File: src/rtl/muldiv_unit.sv
// Iterative multiply/divide unit: shift-add MULT/MULTU and restoring DIV/DIVU into HI/LO,
// with a start/busy/done handshake and direct MTHI/MTLO writes.
module muldiv_unit #(
  parameter int unsigned WIDTH = 32
) (
  input  logic             clk,
  input  logic             rst,
  input  logic [WIDTH-1:0] A,
  input  logic [WIDTH-1:0] B,
  input  logic [1:0]       op,
  input  logic             start,
  input  logic             hi_we,
  input  logic             lo_we,
  input  logic [WIDTH-1:0] wdata,
  output logic             busy,
  output logic             done,
  output logic [WIDTH-1:0] hi,
  output logic [WIDTH-1:0] lo
);

  localparam int unsigned CntW = (WIDTH > 1) ? $clog2(WIDTH) : 1;
  localparam int unsigned AccW = 2 * WIDTH;

  typedef enum logic [1:0] {
    IDLE = 2'd0,
    RUN  = 2'd1,
    FIX  = 2'd2
  } stateE;

  stateE            state;
  logic [CntW-1:0]  cnt;
  logic [AccW-1:0]  acc;
  logic [WIDTH-1:0] mcand;
  logic [WIDTH-1:0] aHold;
  logic             isDiv;
  logic             negA;
  logic             negRes;
  logic             divZero;

  // Operand sign handling at start; op[0]=0 selects the signed variants.
  logic             isSigned;
  logic             aNeg;
  logic             bNeg;
  logic [WIDTH-1:0] aMag;
  logic [WIDTH-1:0] bMag;

  assign isSigned = ~op[0];
  assign aNeg     = isSigned & A[WIDTH-1];
  assign bNeg     = isSigned & B[WIDTH-1];
  assign aMag     = aNeg ? WIDTH'(-A) : A;
  assign bMag     = bNeg ? WIDTH'(-B) : B;

  // One iteration: multiply adds the multiplicand into the upper half then shifts right;
  // divide shifts the partial remainder left and subtracts the divisor when it fits.
  logic [WIDTH:0]   mulSum;
  logic [WIDTH:0]   divTrial;
  logic             divFits;
  logic [WIDTH-1:0] divRem;

  assign mulSum   = {1'b0, acc[AccW-1:WIDTH]} + {1'b0, (acc[0] ? mcand : {WIDTH{1'b0}})};
  assign divTrial = acc[AccW-1:WIDTH-1] - {1'b0, mcand};
  assign divFits  = ~divTrial[WIDTH];
  assign divRem   = divFits ? divTrial[WIDTH-1:0] : acc[AccW-2:WIDTH-1];

  // Sign-corrected results for the FIX cycle.
  logic [AccW-1:0]  prodFix;
  logic [WIDTH-1:0] quotFix;
  logic [WIDTH-1:0] remFix;

  assign prodFix = negRes ? AccW'(-acc) : acc;
  assign quotFix = negRes ? WIDTH'(-acc[WIDTH-1:0]) : acc[WIDTH-1:0];
  assign remFix  = negA ? WIDTH'(-acc[AccW-1:WIDTH]) : acc[AccW-1:WIDTH];

  always_ff @(posedge clk or posedge rst) begin
    if (rst) begin
      state   <= IDLE;
      cnt     <= '0;
      acc     <= '0;
      mcand   <= '0;
      aHold   <= '0;
      isDiv   <= 1'b0;
      negA    <= 1'b0;
      negRes  <= 1'b0;
      divZero <= 1'b0;
      busy    <= 1'b0;
      done    <= 1'b0;
      hi      <= '0;
      lo      <= '0;
    end else begin
      done <= 1'b0;
      case (state)
        IDLE: begin
          if (start) begin
            isDiv   <= op[1];
            negA    <= aNeg;
            negRes  <= aNeg ^ bNeg;
            divZero <= (B == '0);
            aHold   <= A;
            mcand   <= bMag;
            acc     <= {{WIDTH{1'b0}}, aMag};
            cnt     <= '0;
            busy    <= 1'b1;
            state   <= RUN;
          end else begin
            if (hi_we) hi <= wdata;
            if (lo_we) lo <= wdata;
          end
        end
        RUN: begin
          if (isDiv) acc <= {divRem, acc[WIDTH-2:0], divFits};
          else       acc <= {mulSum, acc[WIDTH-1:1]};
          cnt <= cnt + CntW'(1);
          if (cnt == CntW'(WIDTH - 1)) state <= FIX;
        end
        FIX: begin
          if (!isDiv) begin
            hi <= prodFix[AccW-1:WIDTH];
            lo <= prodFix[WIDTH-1:0];
          end else if (divZero) begin
            hi <= aHold;
            lo <= '1;
          end else begin
            hi <= remFix;
            lo <= quotFix;
          end
          busy  <= 1'b0;
          done  <= 1'b1;
          state <= IDLE;
        end
        default: state <= IDLE;
      endcase
    end
  end

endmodule

File: config.mk
export PLATFORM = sky130hd
export DESIGN_NAME = muldiv_unit
export DESIGN_NICKNAME = d
export VERILOG_FILES = /design/src/rtl/muldiv_unit.sv
export SDC_FILE = /design/constraint.sdc
export NUM_CORES = 1
export LEC_CHECK = 0
export CAP_MARGIN = 30
export CORE_MARGIN = 10
export CORE_UTILIZATION = 45
export DETAILED_ROUTE_END_ITERATION = 8
export GPL_TIMING_DRIVEN = 1
export PLACE_DENSITY = 0.72
export SLEW_MARGIN = 20
export SYNTH_ARGS = -nofsm -noshare
export SYNTH_HDL_FRONTEND = slang
export SYNTH_SLANG_ARGS = --single-unit
File: constraint.sdc
create_clock -name clk -period 7.4 [get_ports clk]
set_input_delay 1.48 -clock clk [delete_from_list [all_inputs] [get_ports clk]]
set_output_delay 1.48 -clock clk [all_outputs]
set_load 0.03 [all_outputs]
==> results.toml <==
[drt]
dr_total_vias = 16151
avgViaCountPerCell = 6.12
wl_per_cell_um = 22.0
antenna_left = 0
drc_errors = 0
drt_iter0_drc = 1688
drt_first_pass_iters = 6
wl_um = 58000

[sta]
holdWs_ps = 476
rsz0062_at_grt = "false"
fin_crit_ps = 4290
final-max-slew-violation-count = 0
timing.setup.tns_ps = 0
min_period_over_period_pct = 58.0
skew_ps = 9.55
tightest_slew_ps = 999
max_freq_mhz = 233
finalSetupViolations = 0
worst_slew_margin_rel_pct = 33.4
hold_viol_final = 0

[setup_path]
startpoint_type = "flop"
required_ps = 7830
endpoint_kind = "flop"
reg2reg_from = "acc[0]"
rr_endpoint = "acc[61]"
reg2reg_slack_ps = 3110
crit_type = "reg2reg"
cp_max_fo = 25
crit_arrival_ps = 4720
reg2reg_depth = 14

[status]
run_status = "complete, no violations"

[synth]
async_flop_share_pct = 100
syn_avg_cell_area_um2 = 7.84
synth_largest_area_cell = "dfrtp_1"
synth.area.top_cells = "dfrtp_1 32%, nand2_1 8.0%, o21ai_0 7.5%, xnor2_1 5.7%, ha_1 5.4%"
synthesis.area_mm2 = 0.0162
syn-num-nets = 2239
synth_cells = 2064
synth_warnings = 0
synth_edf_count = 0
synth_top_area_share_pct = 31.7
synth_flop_cell = "dfrtp_1"
seq_area_frac_synth_pct = 31.7
ys_ff_latch = 205
ys_types = 81

[power_and_ir_drop]
powerDensity_mw_per_mm2 = 516
power_leakage_nw = 8.12
finalPower_mw = 9.88
ir_worst_vdd_uv = 311

[floorplanning]
chipWidth_um = 210
core_area_mm2 = 0.0356
die_h_um = 210
fp.dieArea_mm2 = 0.0440
initial_core_util_pct = 45.5
ios = 169
rows = 69

[clocking]
post_cts_buffers = 0
clkSinkCount = 205
numCtsBuffers = 25
cts_repair_resize_count = 0
root_buffer = "clkbuf_16"
cts.clk_slew.worst_paths_ps = 70
cts_tree = "built"
clockBufferDepth = 3
htree_levels = 1
clk_latency_ps = 550
cts_hold_buf = 0

[finish]
area_growth_pct = 18.3
drive_gt1_share_pct = 5.51
num_antenna_cells = 0
nNetsFinal = 2333
fin_cells = 2638
stdcell_area_mm2 = 0.0192

[global_route]
grt_pass1_wl_um = 90200
grt_usage_pct = 25.3
grt_pass1_vias = 15436
overflow = 0
grt_max_degree = 106
antenna_found_initial = 0

[placement]
dpl_cell_area_mm2 = 0.0182
hpwlAfterDp_um = 44000
gp_congestion = 0.975
io_buffers = 168
place_inst = 2588

[hold_path]
hold_class = "reg2reg"
hold_end = "mcand[6]"
whs_path_depth = 2
min_from = "mcand[6]"

[flow_run]
cap_violations = 0
-- worst max-delay path: stages (launching register included) --
cell	delay, ps
dfrtp_1	490
inv_1	380
buf_8	250
nor2_1	60
ha_1	390
nand4_1	160
a21oi_1	130
o21ai_0	170
o21ai_0	500
o221ai_1	380
o31ai_1	420
a21oi_1	200
o21ai_0	250
mux2i_1	110
a311o_1	280
-- kinds of logic after synthesis --
| kind of cell | Yosys count | synth area share (%) |
|---|---|---|
| XOR/XNOR | 164 | 8.87 |
| flip-flops | 205 | 31.7 |
| AO/OA/AOI/OAI | 667 | 25.2 |
| AND/OR/NAND/NOR | 696 | 19.9 |
| adder cells (fa/ha/maj) | 72 | 5.66 |
| buffers and inverters | 196 | 4.68 |
| multiplexers | 64 | 3.98 |
-- cells in the mapped netlist, types with 4 or more instances --
master and count:
a211oi_1 19, a21o_1 26, a21oi_1 126, a221o_1 10, a22oi_1 24, a311oi_1 5
a31oi_1 10, and2_1 6, and3_1 12, buf_1 6, buf_2 12, clkbuf_1 108
dfrtp_1 205, ha_1 70, inv_1 65, mux2i_1 61, nand2_1 343, nand2b_1 21
nand3_1 30, nand3b_1 5, nand4_1 16, nor2_1 143, nor2b_1 11, nor3_1 32
nor3b_1 4, nor4_1 13, o211ai_1 21, o21ai_0 244, o21ai_1 34, o21bai_1 12
o221ai_1 8, o22ai_1 49, o31ai_1 26, o41ai_1 13, o41ai_2 4, or2_2 6
or3_1 13, or3_4 4, or4_1 11, or4_4 5, xnor2_1 105, xor2_1 59
-- placed cells by master (no fill, tap or decap), drive strengths merged, types with 61 or more instances in the layout --
cell type | synthesis | final
a21oi | 126 | 126
clkdlybuf4s50 | 0 | 168
dfrtp | 205 | 205
ha | 70 | 70
inv | 66 | 68
mux2i | 61 | 61
nand2 | 344 | 344
nor2 | 144 | 144
o21ai | 278 | 278
xnor2 | 105 | 105
-- metal layers --
metal / global-route usage, % / part of all wire [%] / vias to the layer above / wire [µm]
li1: - / - / 7596 / -
met1: 35.4 / 43 / 7658 / 25200
met2: 37.8 / 43 / 788 / 25000
met3: 5.00 / 9.8 / 109 / 5710
met4: 9.35 / 3.7 / 0 / 2130
met5: 0 / 0 / - / 0
-- through the flow --
stage | utilization [%] | setup WS, ps
3_3_place_gp | 51.0 | 2780
2_1_floorplan | - | 324
6_report | 53.9 | 3110
3_5_place_dp | 51.1 | 2740
5_1_grt | 53.9 | 2910
4_1_cts | 53.7 | 2750
-- final cells by class --
class,instances,area [µm²]
clock buffers,32,712
fillers,3356,16400
multi-input cells,1663,10300
well taps,461,577
clock inverters,14,228
inverters,68,263
flip-flops and latches,205,5130
repair buffers,195,1910
-- power by group --
group / internal (mW) / switching [mW]
Combinational: 2.45 / 3.52
Clock: 0.860 / 0.533
Sequential: 1.68 / 0.831
-- worst max path at each step --
| stage | start | to | slack [ps] | cells after the start |
|---|---|---|---|---|
| floorplan | rst | aHold[0] | 320 | 1 |
| global placement | B[2] | mcand[28] | 2780 | 9 |
| detailed placement | B[2] | mcand[29] | 2740 | 11 |
| CTS | acc[32] | acc[43] | 2750 | 13 |
| global route | A[2] | acc[28] | 2910 | 11 |
| finish | acc[0] | acc[61] | 3110 | 14 |
-- sequential cells by signal, summed over array words and instances, names as in the netlist --
name     flops
aHold       32
acc         64
busy         1
cnt          5
divZero      1
done         1
hi          32
isDiv        1
lo          32
mcand       32
negA         1
negRes       1
state        2
(Power assumes the default switching activity.)
